$ cat src/rtl/brisc_pkg.sv
// Shared types for the brisc memory subsystem.
// Arbiter states, client ids and the latched memory request bundle.
package brisc_pkg;

  localparam int ARB_CLIENTS = 2;
  localparam int MEM_AW      = 32;
  localparam int MEM_DW      = 32;

  typedef enum logic [1:0] {
    IDLE,
    ISSUE,
    WAIT,
    RESP
  } arb_state_e;

  typedef logic client_id_t;

  localparam client_id_t CLIENT_1 = 1'b0;
  localparam client_id_t CLIENT_2 = 1'b1;

  typedef struct packed {
    logic              store;
    logic              word;
    logic [MEM_AW-1:0] addr;
    logic [MEM_DW-1:0] data;
  } mem_req_t;

  function automatic client_id_t rr_other(
    input client_id_t id
  );
    return (id == CLIENT_1) ? CLIENT_2 : CLIENT_1;
  endfunction

endpackage

$ cat src/rtl/mem_arbiter_rr_pick2.sv
// Two-way round-robin select.
// On a tie the client that was not served last wins.
module rr_pick2
  import brisc_pkg::*;
(
  input  logic       req_1,
  input  logic       req_2,
  input  client_id_t last_served,
  output client_id_t winner,
  output logic       valid
);

  always_comb begin
    winner = CLIENT_1;
    valid  = req_1 | req_2;
    unique case (1'b1)
      (req_1 & req_2):  winner = rr_other(last_served);
      (req_2 & ~req_1): winner = CLIENT_2;
      (req_1 & ~req_2): winner = CLIENT_1;
      default:          winner = CLIENT_1;
    endcase
  end

endmodule

$ cat src/rtl/mem_arbiter_rr.sv
// Round-robin arbiter between icache and dcache onto one memory port.
// One transaction in flight; a watchdog aborts a silent memory.
module mem_arbiter_rr
  import brisc_pkg::*;
#(
  parameter int ADDRESS_WIDTH    = 32,
  parameter int DATA_WIDTH       = 32,
  parameter int CACHE_LINE_WIDTH = 128,
  parameter int TIMEOUT_CYCLES   = 64
) (
  input  logic                        clk,
  input  logic                        rst_n,
  input  logic                        req_1,
  input  logic                        store_1,
  input  logic                        word_1,
  input  logic [ADDRESS_WIDTH-1:0]    addr_1,
  input  logic [DATA_WIDTH-1:0]       data_1,
  input  logic                        req_2,
  input  logic                        store_2,
  input  logic                        word_2,
  input  logic [ADDRESS_WIDTH-1:0]    addr_2,
  input  logic [DATA_WIDTH-1:0]       data_2,
  output logic                        grant_1,
  output logic                        grant_2,
  output logic [CACHE_LINE_WIDTH-1:0] fill_data,
  output logic                        fill_valid,
  output logic                        mem_req,
  output logic                        mem_store,
  output logic                        mem_word,
  output logic [ADDRESS_WIDTH-1:0]    mem_addr,
  output logic [DATA_WIDTH-1:0]       mem_data,
  input  logic [CACHE_LINE_WIDTH-1:0] mem_fill_data,
  input  logic                        mem_resp_valid,
  output logic                        busy,
  output logic                        timeout_err
);

  localparam int CNT_W = (TIMEOUT_CYCLES > 2) ? $clog2(TIMEOUT_CYCLES) : 1;
  localparam logic [CNT_W-1:0] CNT_LAST = CNT_W'(TIMEOUT_CYCLES - 1);

  // Widths follow the parameters, so the package bundle is not reused here.
  typedef struct packed {
    logic                     store;
    logic                     word;
    logic [ADDRESS_WIDTH-1:0] addr;
    logic [DATA_WIDTH-1:0]    data;
  } lat_t;

  arb_state_e state_q;
  arb_state_e state_d;

  lat_t       lat_q;
  lat_t       pick_req;
  client_id_t winner_q;
  client_id_t last_q;
  client_id_t pick_id;
  logic       pick_valid;

  logic [CNT_W-1:0]            wd_cnt;
  logic                        wd_expired;
  logic [CACHE_LINE_WIDTH-1:0] fill_q;
  logic                        grant_1_q;
  logic                        grant_2_q;
  logic                        fill_valid_q;
  logic                        mem_req_q;
  logic                        tmo_q;

  rr_pick2 u_pick (
    .req_1       (req_1),
    .req_2       (req_2),
    .last_served (last_q),
    .winner      (pick_id),
    .valid       (pick_valid)
  );

  always_comb begin
    pick_req = '0;
    if (pick_id == CLIENT_2) begin
      pick_req.store = store_2;
      pick_req.word  = word_2;
      pick_req.addr  = addr_2;
      pick_req.data  = data_2;
    end else begin
      pick_req.store = store_1;
      pick_req.word  = word_1;
      pick_req.addr  = addr_1;
      pick_req.data  = data_1;
    end
  end

  assign wd_expired = (wd_cnt == CNT_LAST);

  always_comb begin
    state_d = state_q;
    unique case (state_q)
      IDLE: begin
        if (pick_valid) state_d = ISSUE;
      end
      ISSUE: state_d = WAIT;
      WAIT: begin
        if (mem_resp_valid) state_d = RESP;
        else if (wd_expired) state_d = IDLE;
      end
      RESP: state_d = IDLE;
      default: state_d = IDLE;
    endcase
  end

  always_ff @(posedge clk or negedge rst_n) begin
    if (!rst_n) begin
      state_q      <= IDLE;
      lat_q        <= '0;
      winner_q     <= CLIENT_1;
      last_q       <= CLIENT_2;
      wd_cnt       <= '0;
      fill_q       <= '0;
      grant_1_q    <= 1'b0;
      grant_2_q    <= 1'b0;
      fill_valid_q <= 1'b0;
      mem_req_q    <= 1'b0;
      tmo_q        <= 1'b0;
    end else begin
      state_q      <= state_d;
      mem_req_q    <= (state_d == ISSUE);
      fill_valid_q <= (state_d == RESP);
      grant_1_q    <= (state_d == RESP) && (winner_q == CLIENT_1);
      grant_2_q    <= (state_d == RESP) && (winner_q == CLIENT_2);

      // Latched copy drives mem_* until the arbiter is idle again.
      if (state_q == IDLE && pick_valid) begin
        lat_q    <= pick_req;
        winner_q <= pick_id;
      end else if (state_q != IDLE && state_d == IDLE) begin
        lat_q <= '0;
      end

      if (state_q == ISSUE) begin
        wd_cnt <= '0;
      end else if (state_q == WAIT && !mem_resp_valid && !wd_expired) begin
        wd_cnt <= wd_cnt + CNT_W'(1);
      end

      if (state_q == WAIT && !mem_resp_valid && wd_expired) begin
        tmo_q <= 1'b1;
      end

      if (state_q == WAIT && mem_resp_valid) begin
        fill_q <= mem_fill_data;
      end

      if (state_q == RESP) begin
        last_q <= winner_q;
      end
    end
  end

  assign grant_1     = grant_1_q;
  assign grant_2     = grant_2_q;
  assign fill_valid  = fill_valid_q;
  assign fill_data   = fill_q;
  assign mem_req     = mem_req_q;
  assign mem_store   = lat_q.store;
  assign mem_word    = lat_q.word;
  assign mem_addr    = lat_q.addr;
  assign mem_data    = lat_q.data;
  assign busy        = (state_q != IDLE);
  assign timeout_err = tmo_q;

endmodule
$ cat config.mk
export PLATFORM = sky130hd
export DESIGN_NAME = mem_arbiter_rr
export DESIGN_NICKNAME = d
export VERILOG_FILES = /design/src/rtl/brisc_pkg.sv /design/src/rtl/mem_arbiter_rr_pick2.sv /design/src/rtl/mem_arbiter_rr.sv
export SDC_FILE = /design/constraint.sdc
export NUM_CORES = 1
export LEC_CHECK = 0
export ABC_AREA = 1
export CAP_MARGIN = 15
export CORE_AREA = 2 2 180 182
export CTS_CLUSTER_DIAMETER = 30
export CTS_CLUSTER_SIZE = 8
export DETAILED_ROUTE_END_ITERATION = 12
export DIE_AREA = 0 0 182 184
export PLACE_DENSITY_LB_ADDON = 0.3
export SYNTH_ARGS = -nofsm -noshare
export SYNTH_HDL_FRONTEND = slang
export SYNTH_HIERARCHICAL = 1
export SYNTH_SLANG_ARGS = --single-unit
$ cat constraint.sdc
create_clock -name clk -period 2.26 [get_ports clk]
set_input_delay 0.226 -clock clk [delete_from_list [all_inputs] [get_ports clk]]
set_output_delay 0.226 -clock clk [all_outputs]
set_load 0.05 [all_outputs]
**Word level (Yosys, flattened, before mapping)**

Cells that the tools add are included.

- Muxes and demuxes: 11
- Eq/ne operators: 6
- Reductions and logical operators: 15
- Add/sub/neg operators: 1
- Bitwise gates (word level): 5

Operators by type and width:

| kind | number |
|---|---|
| two-way mux 66 bit | 3 |
| two-way mux 6 bit | 2 |
| logical AND 1 bit | 8 |
| case mux 2 bit (4 select lines) | 1 |
| adder 6 x 1 -> 6 bit (second input constant) | 1 |
| == test 2 bit (second input constant) | 3 |
| == test 6 bit (second input constant) | 1 |
| two-way mux 2 bit | 3 |
| nonzero test 2 bit | 3 |
| == test 2 x 1 -> 1 bit (second input constant) | 2 |
| logical NOT 2 bit | 2 |
| bitwise AND 1 bit | 2 |
| logical NOT 1 bit | 2 |
| inverter 1 bit | 2 |
| case mux 1 bit (2 select lines) | 1 |
| two-way mux 1 bit | 1 |
| OR 1 bit | 1 |

- Bits in registers: 209
- Bits of input ports: 265

**Depth between registers and ports, before layout**

Gate-level depths: netlist of run 1.

- Depth after elaboration: 8
- Depth in mapped cells: 10

**By module**

Netlist of run 1, hierarchy kept.

Modules (own cells, without submodules):

| module | cells each | instances | area an instance (um^2) |
|---|---|---|---|
| mem_arbiter_rr | 1,017 | 1 | 8,832.2 |
| rr_pick2 | 3 | 1 | 15.0 |

**Worst setup path after synthesis of run 1**

OpenSTA, ideal clock, no wires.

- Path type: reg-to-reg
- Start: reg last_q
- End: reg lat_q (netlist bit mem_data[23])
- Clock period less this slack: 1.547 ns
- Path slack: 0.713 ns
- Stages on the path, launching flop included: 8
- Data required time: 2.139 ns
- Data arrival time: 1.426 ns
- Library setup time: 0.121 ns
- Path buffers: 2
- Cell sequence: dfstp_2 -> a21oi_1 -> inv_2 -> clkbuf_1 -> clkbuf_1 -> or2_2 -> o211ai_1 -> nand2_1

- Longest elaborated chain between the ends: 4

Ends and longest elaborated chain:

| element | line | source |
|---|---|---|
| from (decl) | mem_arbiter_rr.sv:55 | `client_id_t last_q;` |
| from (signal assigned) | mem_arbiter_rr.sv:152 | `last_q <= winner_q;` |
| two-way mux 1 bit | brisc_pkg.sv:31 | `return (id == CLIENT_1) ? CLIENT_2 : CLIENT_1;` |
| case mux 1 bit (2 select lines) | mem_arbiter_rr_pick2.sv:16 | `unique case (1'b1)` |
| net pick_id | mem_arbiter_rr.sv:56 | `client_id_t pick_id;` |
| two-way mux 66 bit | mem_arbiter_rr.sv:78 | `if (pick_id == CLIENT_2) begin` |
| two-way mux 66 bit | mem_arbiter_rr.sv:130 | `if (state_q == IDLE && pick_valid) begin` |
| to (signal assigned) | mem_arbiter_rr.sv:131 | `lat_q <= pick_req;` |
| to (decl) | mem_arbiter_rr.sv:52 | `lat_t lat_q;` |

The timed path passes the listed nets, and every way through them passes these cells.
A chain may end at the register's enable or synchronous reset.

**Worst setup path after layout of run 1**

- Start: reg fill_q[123], in the netlist fill_data[123]
- End: out fill_data[123]

RTL lines:

| element | line | source |
|---|---|---|
| from (decl) | mem_arbiter_rr.sv:61 | `logic [CACHE_LINE_WIDTH-1:0] fill_q;` |
| from (signal assigned) | mem_arbiter_rr.sv:148 | `fill_q <= mem_fill_data;` |
| to (decl) | mem_arbiter_rr.sv:25 | `output logic [CACHE_LINE_WIDTH-1:0] fill_data,` |

No word-level cell between the ends.

==> reports/results.tsv, run 1 <==
stage	metric	value	unit
run_status	outcome	finished, final reports clean	
placement	hpwl	21980	µm
synth	synthCells	1020	
sta	worst_slew_pin_slew	0.9638	ns
critical_path	start_kind	register	
finish	final_net_count	1757	
power	ir_drop	0.7307	mV
global_route	grt_pass1_vias	8615	
power	power_density	1699	mW/mm²
floorplanning	die_area	0.03349	mm²
detailed_routing	avgRoutedWirePerCell	15.93	µm
finish	diodes	0	
sta	hold_viol_final	0	
cts	cts.sinks	209	
floorplanning	core_area	0.03139	mm²
sta	fin_crit_sh	0.8768	
critical_path	cp_max_fo	2	
critical_path	cp_slowest_cell	clkdlybuf4s50_1	
global_route	gr-total-overflow	0	
global_route	antenna_found_initial	0	
finish	mostFrequentLayoutCell	nand2_1	
min_path	hold_path.class	in -> reg	
sta	fmax	0.5047	GHz
cts	cts-root-buf	clkbuf_16	
critical_path	cp.buffers_inverters	1	
detailed_routing	detail_route.vias_per_cell	4.389	
finish	instances_no_fill	1932	
finish	utilization	0.5001	
min_path	min_to	fill_data[5]	
floorplanning	start_util	0.2818	
detailed_routing	first_pass_iters	4	
critical_path	critPathKind	reg -> out	
sta	period_needed	1.982	ns
floorplanning	ios	465	
critical_path	cp_cell_sequence	clkdlybuf4s50_1	
sta	tns	0	ns
synth	synth-seq-cells	209	
synth	syn_area	0.008847	mm²
synth	seq_area_frac_synth	0.5913	
critical_path	rr_startpoint	last_q	
min_path	hold_depth	3	
critical_path	path_delay_family	buffers and inverters	
detailed_routing	postRouteAntennaNets	0	
cts	cts_made_buffers	50	
global_route	track_usage	0.1785	
cts	worstSkewPairLatency	0.52	ns
floorplanning	die_h	184	µm
min_path	hold_start	mem_fill_data[5]	
synth	yosys-top-cells-area	dfrtp_1, nand2_1, o211ai_1	
synth	yosysWarnings	6	
sta	rsz0062_at_grt	no	
placement	gp_congestion	0.7868	
sta	drv_slew	0	
sta	setup_viol	0	
synth	synth_top_cell_by_area	dfrtp_1	
synth	ys_types	27	
detailed_routing	drtIter0Drc	371	
global_route	grt_max_degree	97	
floorplanning	fp.dieW	182	µm
detailed_routing	vias	8479	
synth	avgSynthCellArea	8.674	µm²
synth	syn-num-nets	1286	
critical_path	rr_endpoint	mem_store	
sta	slew_headroom	0.3575	
critical_path	setup.worst_path.end_class	output pin	
placement	place_inst	1840	
cts	cts_setup_buffers	0	
finish	layout_common_cells	nand2_1, clkdlybuf4s50_1, dfrtp_1	
power	p_total	0.02667	W
placement	portBuffers	464	
power	leakage	7.468	nW
detailed_routing	finalWirelength	30790	µm
critical_path	required	2.03	ns
detailed_routing	post-route-drc-count	0	
critical_path	critPathMaxStageDelay	0.90	ns
run	drv_cap	0	
synth	yosysTopAreaCellShare	0.5883	
finish	drive_gt1_frac	0.1092	
critical_path	reg2reg_depth	5	
finish	syn_to_final_growth	77.44	%
sta	timing.hold.ws	0.2437	ns
global_route	grt_pass1_wl	47410	µm
cts	htree_levels	2	
sta	fin_skew	0.01243	ns
cts	clkSlewWorstSetupHoldPaths	0.05	ns
critical_path	r2r_setup_slack	0.42	ns
critical_path	crit_arrival	1.76	ns
cts	cts_tree	done	
cts	clock_path_buffers	3	
floorplanning	fp-row-count	65	
-- metrics by stage --
| step | worst slack [ns] | area, µm² |
|---|---|---|
| after floorplan | 0.7127 | 8847 |
| after global placement | 0.1910 | 13930 |
| after detailed placement | 0.1683 | 13930 |
| after CTS | 0.2372 | 15700 |
| after global routing | 0.2163 | 15700 |
| final | 0.2785 | 15700 |
-- cells in the mapped netlist --
cell type  number
a21oi_1         2
a31oi_1         1
buf_1           3
buf_2          30
buf_4           6
buf_6           4
clkbuf_1       21
dfrtp_1       208
dfstp_2         1
ha_1            1
inv_1           9
inv_2           5
nand2_1       533
nand2_2         1
nand3_1        72
nand3_2         3
nand3b_1        1
nor2_1          8
nor2_2          1
o211ai_1       51
o21ai_0         1
o21ai_1         1
o21bai_2        1
o31ai_1         1
or2_1           2
or2_2          50
xor2_1          3
-- flip-flops by register name (all words and copies together), names as in the netlist --
register / count
fill_data: 128
mem_addr: 32
mem_data: 32
wd_cnt: 6
state_q: 2
fill_valid: 1
grant_1: 1
grant_2: 1
last_q: 1
mem_req: 1
mem_store: 1
mem_word: 1
timeout_err: 1
winner_q: 1
-- report_power, final --
| group | internal (W) | switching [W] | leakage [nW] |
|---|---|---|---|
| combinational | 0.00416 | 0.00888 | 3.97 |
| sequential | 0.00537 | 0.000889 | 2.64 |
| clock | 0.00525 | 0.00211 | 0.856 |
-- logic make-up after synthesis --
kind of cell	count (synthesis)	share of synthesized area
AOI/OAI and AO/OA	58	0.04837
buffers and inverters	78	0.04327
DFF	209	0.5913
xor gates and xnor gates	3	0.002970
and+or+nand+nor	671	0.3127
adders and majority gates	1	0.001414
-- layout make-up --
cell class	count	area, µm²
Tap cell	402	503.0
Clock buffer	66	1413
Timing Repair Buffer	483	4893
Fill cell	2897	15690
Inverter	14	55.05
Multi-Input combinational cell	733	3254
Sequential cell	209	5231
Clock inverter	25	349.1
-- what timing repair did --
item / CTS / global route
setup endpoints to repair: 1 / 0
hold endpoints to repair: 63 / 0
hold buffers: 1 / 0
resized for setup: 1 / 0
-- metal layers --
layer / track usage / vias up / wire length, µm / share of wire
met2: 0.3118 / 358 / 15060 / 0.49
li1: - / 4185 / - / -
met5: 0 / - / 0 / 0
met4: 0.04742 / 0 / 629 / 0.020
met3: 0.06597 / 52 / 2907 / 0.094
met1: 0.2066 / 3884 / 12190 / 0.40
-- worst max-delay path by stage --
stage,endpoint,cells past startpoint,startpoint
2_1_floorplan,mem_data[23],7,last_q
3_3_place_gp,mem_data[28],8,req_1
3_5_place_dp,mem_data[28],8,req_1
4_1_cts,mem_data[22],1,mem_data[22]
5_1_grt,busy,3,state_q[1]
6_report,fill_data[123],1,fill_data[123]
(Power assumes the default switching activity.)
==> inputs of run 2 (changes only) <==
- CTS_CLUSTER_DIAMETER: 30 -> 60
- CTS_CLUSTER_SIZE: 8 -> 16
==> run 2 against run 1 <==
Effect of this change:
- clock skew fell by 0.0027 ns
- critical endpoint unchanged
- via count shrank 2.7%
- sequential cell count is the same
- highest routed layer unchanged
- largest power group unchanged
- hold slack better by 0.018 ns
- final cell count down 2.8%
==> reports/results.tsv, run 2 (same netlist as run 1, synthesis figures left out) <==
stage	metric	value	unit	change
min_path	hold_depth	3		unchanged
global_route	grt_pass1_vias	8228		-4.5%
finish	layout_common_cells	nand2_1, clkdlybuf4s50_1, dfrtp_1		
critical_path	path_delay_family	buffers and inverters		
power	p_total	0.02285	W	-14%
run	drv_cap	0		unchanged
global_route	antenna_found_initial	0		unchanged
placement	hpwl	21980	µm	unchanged
critical_path	r2r_setup_slack	0.42	ns	about the same
global_route	track_usage	0.1734		-0.005158
critical_path	rr_startpoint	last_q		
critical_path	cp_slowest_cell	clkdlybuf4s50_1		
critical_path	cp_max_fo	2		unchanged
finish	syn_to_final_growth	65.48	%	
floorplanning	start_util	0.2818		unchanged
sta	period_needed	1.978	ns	-0.003064 ns
sta	rsz0062_at_grt	no		
cts	worstSkewPairLatency	0.50	ns	-0.02 ns
cts	cts_made_buffers	21		-58%
finish	mostFrequentLayoutCell	nand2_1		
min_path	hold_path.class	in -> reg		
critical_path	critPathMaxStageDelay	0.90	ns	about the same
cts	clock_path_buffers	3		unchanged
detailed_routing	avgRoutedWirePerCell	16.15	µm	+1.3%
floorplanning	die_area	0.03349	mm²	unchanged
finish	largest_reg_flops	128		unchanged
critical_path	required	2.03	ns	about the same
critical_path	critPathKind	reg -> out		
sta	drv_slew	0		unchanged
placement	portBuffers	464		unchanged
min_path	hold_start	mem_fill_data[9]		
detailed_routing	first_pass_iters	4		unchanged
cts	htree_levels	1		-1
critical_path	rr_endpoint	mem_addr[12]		
power	ir_drop	0.7172	mV	-1.9%
floorplanning	fp.dieW	182	µm	unchanged
placement	gp_congestion	0.7868		unchanged
critical_path	crit_arrival	1.75	ns	about the same
run_status	outcome	finished, final reports clean		
cts	cts_tree	done		
global_route	grt_max_degree	97		unchanged
floorplanning	fp-row-count	65		unchanged
sta	setup_viol	0		unchanged
critical_path	reg2reg_depth	5		unchanged
sta	fin_crit_sh	0.8754		-0.001356
critical_path	cp_cell_sequence	clkdlybuf4s50_1		
floorplanning	core_area	0.03139	mm²	unchanged
sta	fmax	0.5054	GHz	+0.15%
cts	clkSlewWorstSetupHoldPaths	0.07	ns	+0.02 ns
placement	preCtsSetupSlack	0.1683	ns	unchanged
power	leakage	6.961	nW	-6.8%
detailed_routing	vias	8254		-2.7%
cts	cts.sinks	209		unchanged
sta	slew_headroom	0.3554		-0.002095
global_route	grt_pass1_wl	46180	µm	-2.6%
critical_path	setup.worst_path.end_class	output pin		
finish	drive_gt1_frac	0.07932		-0.02983
sta	hold_viol_final	0		unchanged
finish	final_net_count	1728		-1.7%
sta	tns	0	ns	unchanged
detailed_routing	detail_route.vias_per_cell	4.397		+0.20%
detailed_routing	drtIter0Drc	332		-11%
cts	cts_setup_buffers	0		unchanged
finish	diodes	0		unchanged
global_route	gr-total-overflow	0		unchanged
cts	cts-root-buf	clkbuf_16		
sta	fin_ws	0.2816	ns	+0.003064 ns
sta	worst_slew_pin_slew	0.9669	ns	+0.003142 ns
finish	instances_no_fill	1877		-2.8%
min_path	min_to	fill_data[9]		
critical_path	start_kind	register		
floorplanning	die_h	184	µm	unchanged
placement	place_inst	1840		unchanged
detailed_routing	post-route-drc-count	0		unchanged
sta	fin_skew	0.009719	ns	-0.002711 ns
power	power_density	1561	mW/mm²	-8.1%
floorplanning	ios	465		unchanged
detailed_routing	finalWirelength	30310	µm	-1.5%
detailed_routing	postRouteAntennaNets	0		unchanged
critical_path	cp.buffers_inverters	1		unchanged
[run 2: how the worst max path moves through the flow]
stage,cells past startpoint,start,endpoint
final,1,fill_data[123],fill_data[123]
after global routing,1,fill_data[6],fill_data[6]
after CTS,3,state_q[1],busy
after detailed placement,8,req_1,mem_data[28]
after global placement,8,req_1,mem_data[28]
after floorplan,7,last_q,mem_data[23]
[run 2: tightest hold or removal path: stages]
cell,delay [ns]
clkdlybuf4s50_1,0.39
nand2_1,0.06
nand2_1,0.04
[run 2: per-layer routing]
layer | vias to the layer above | wire (µm) | global-route usage | part of all wire
met5 | - | 0 | 0 | 0
met4 | 0 | 502 | 0.03548 | 0.017
met3 | 39 | 2917 | 0.05963 | 0.096
met2 | 338 | 14730 | 0.3038 | 0.49
met1 | 3781 | 12160 | 0.2067 | 0.40
li1 | 4096 | - | - | -
[run 2: power by group]
group / total, W / switching (W) / internal, W
Clock: 0.00357 / 0.00155 / 0.00201
Sequential: 0.00623 / 0.000879 / 0.00535
Combinational: 0.0131 / 0.00888 / 0.00417
[run 2: timing repair]
| action | in CTS | in global routing |
|---|---|---|
| gates resized for setup | 0 | 1 |
| endpoints found under the setup margin | 0 | 1 |
| endpoints found under the hold margin | 63 | 0 |
| hold buffers | 1 | 0 |
[run 2: final cells by class]
cell class	instances	area, µm²
fillers	2994	16750
flip-flops and latches	209	5231
repair buffers	483	4897
multi-input cells	733	3254
clock buffers	24	546.8
well taps	402	503.0
clock inverters	12	152.6
inverters	14	55.05
[run 2: through the flow]
stage	area, µm²	hold WS, ns	util
after global routing	14640	0.2360	0.4664
final	14640	0.2616	0.4664
after CTS	14640	0.2308	0.4663
after global placement	13930	0.2562	0.4437
after floorplan	8847	-0.06959	-
after detailed placement	13930	0.2540	0.4437
==> inputs of run 3 (changes only) <==
- CORE_AREA: 2 2 180 182 -> 5 5 178 180
- DIE_AREA: 0 0 182 184 -> 0 0 183 185
==> run 3 against run 2 <==
Effect of this change:
- utilization rose by 2.5 points
- combinational power hardly changed
- critical endpoint is now mem_addr[14]
- clock-buffer cell count is 2 higher
- power is 1.9% higher
- sequential power about the same
- highest routed layer unchanged
- critical path type unchanged
- sequential cell count unchanged
==> reports/results.tsv, run 3 (same netlist as run 1, synthesis figures left out) <==
stage	metric	value	unit	change
power	ir_drop	0.6746	mV	-5.9%
detailed_routing	vias	8345		+1.1%
floorplanning	die_area	0.03386	mm²	+1.1%
critical_path	start_kind	register		
detailed_routing	first_pass_iters	6		+2
sta	tns	0	ns	unchanged
placement	place_inst	1835		-0.27%
placement	hpwl	23300	µm	+6.0%
placement	dpl-instance-area	0.01395	mm²	+0.18%
finish	design_area	0.01476	mm²	+0.85%
cts	clock_path_buffers	3		unchanged
critical_path	crit_start	mem_addr[14]		
global_route	grt_max_degree	93		-4.1%
critical_path	setup.worst_path.end_class	output pin		
sta	fmax	0.4953	GHz	-2.0%
run	drv_cap	0		unchanged
critical_path	cp.buffers_inverters	1		unchanged
global_route	track_usage	0.1772		+0.003853
finish	syn_to_final_growth	66.88	%	
critical_path	critPathKind	reg -> out		
cts	cts.sinks	209		unchanged
sta	hold_viol_final	0		unchanged
critical_path	cp_cell_sequence	clkdlybuf4s50_1		
critical_path	path_delay_family	buffers and inverters		
cts	cts_tree	done		
global_route	grt_pass1_wl	48390	µm	+4.8%
sta	fin_skew	0.02349	ns	+0.01377 ns
floorplanning	start_util	0.2946		+0.01280
detailed_routing	detail_route.vias_per_cell	4.451		+1.2%
global_route	grt_pass1_vias	8580		+4.3%
sta	worst_slew_pin_slew	0.8044	ns	-0.1625 ns
cts	worstSkewPairLatency	0.52	ns	+0.02 ns
sta	drv_slew	0		unchanged
finish	final_net_count	1730		+0.12%
min_path	hold_path.class	in -> reg		
detailed_routing	post-route-drc-count	0		unchanged
global_route	antenna_found_initial	0		unchanged
floorplanning	ios	465		unchanged
sta	setup_viol	0		unchanged
global_route	gr-total-overflow	0		unchanged
finish	multi_input_area	0.003254	mm²	unchanged
sta	period_needed	2.019	ns	+0.04059 ns
floorplanning	fp.dieW	183	µm	+0.55%
floorplanning	core_area	0.03003	mm²	-4.3%
critical_path	cp_max_fo	2		unchanged
cts	cts-root-buf	clkbuf_16		
sta	rsz0062_at_grt	no		
detailed_routing	drtIter0Drc	349		+5.1%
critical_path	required	2.03	ns	about the same
critical_path	cp_slowest_cell	clkdlybuf4s50_1		
critical_path	rr_startpoint	wd_cnt[0]		
sta	timing.hold.ws	0.2356	ns	-0.02606 ns
critical_path	crit_arrival	1.79	ns	+0.04 ns
power	power_density	1577	mW/mm²	+1.0%
detailed_routing	finalWirelength	31300	µm	+3.3%
detailed_routing	postRouteAntennaNets	0		unchanged
finish	instances_no_fill	1875		-0.11%
cts	cts_setup_buffers	0		unchanged
finish	diodes	0		unchanged
floorplanning	die_h	185	µm	+0.54%
min_path	hold_start	mem_fill_data[17]		
finish	ff_latch_area	0.005231	mm²	unchanged
run_status	outcome	finished, final reports clean		
cts	clkSlewWorstSetupHoldPaths	0.07	ns	about the same
placement	portBuffers	464		unchanged
sta	slew_headroom	0.4637		+0.1083
critical_path	critPathMaxStageDelay	0.85	ns	-0.05 ns
finish	drive_gt1_frac	0.08249		+0.003166
finish	fillers	2893		-3.4%
cts	cts_made_buffers	22		+4.8%
finish	layout_common_cells	nand2_1, clkdlybuf4s50_1, dfrtp_1		
finish	largest_reg_flops	128		unchanged
sta	fin_crit_sh	0.8934		+0.01796
finish	mostFrequentLayoutCell	nand2_1		
cts	htree_levels	1		unchanged
finish	utilization	0.4917		+0.02531
detailed_routing	avgRoutedWirePerCell	16.69	µm	+3.4%
power	leakage	7.013	nW	+0.74%
floorplanning	fp-row-count	64		-1.5%
placement	gp_congestion	0.8841		+12%
==> run 3: cell count changes in the layout (fill, tap and decap cells not counted), sizes merged <==
cell          delta
bufinv           +1
dlygate4sd2      +1
dlymetal6s2s     -1
buf              +1
clkbuf           +2
==> run 3: worst paths after layout <==
| check | to | slack (ns) | cells after the start |
|---|---|---|---|
| max | mem_addr[14] | 0.24 | 1 |
| max reg2reg | mem_addr[20] | 0.43 | 7 |
| min reg2reg | timeout_err | 0.47 | 2 |
| min in group asynchronous | mem_data[29] | 0.25 | 2 |
| min | fill_data[17] | 0.24 | 3 |
| max in group asynchronous | fill_data[67] | 1.28 | 3 |
==> run 3: timing repair <==
| item | 4_1_cts | 5_1_grt |
|---|---|---|
| hold buffers | 1 | 0 |
| gates resized for setup | 1 | 0 |
| endpoints found under the hold margin | 62 | 0 |
| setup endpoints to repair | 1 | 0 |
==> run 3: cell type report <==
class                      count  share of cell area
timing repair buffer         484              0.3336
inverter                      14            0.003729
sequential                   209              0.3543
tap                          396             0.03356
clock inverter                13             0.01398
multi-input combinational    733              0.2204
clock buffer                  26             0.04034
==> run 3: power by group <==
part,total [W],switching [W],internal (W)
clock,0.00393,0.00164,0.00230
combinational,0.0131,0.00891,0.00418
sequential,0.00626,0.000901,0.00535
total,0.0233,0.0114,0.0118
==> run 3: stage by stage <==
stage | worst slack (ns) | power (W)
floorplan | 0.7127 | 0.01468
CTS | 0.2090 | 0.02360
global route | 0.1743 | 0.02461
global placement | 0.2345 | 0.01940
detailed placement | 0.2198 | 0.01954
finish | 0.2410 | 0.02328
==> run 3: worst register-to-register path, cell delays in order, from the launching register on <==
cell      delay (ns)
dfrtp_1         0.42
ha_1            0.23
nand3_2         0.13
o21bai_2        0.18
nand3_2         0.27
buf_12          0.29
nand3_1         0.16
nand2_1         0.05
==> run 3: layer usage <==
layer	GRT usage	wire, µm
met3	0.06167	3055
met1	0.2149	12380
met4	0.04261	714
met5	0	0
met2	0.3045	15150
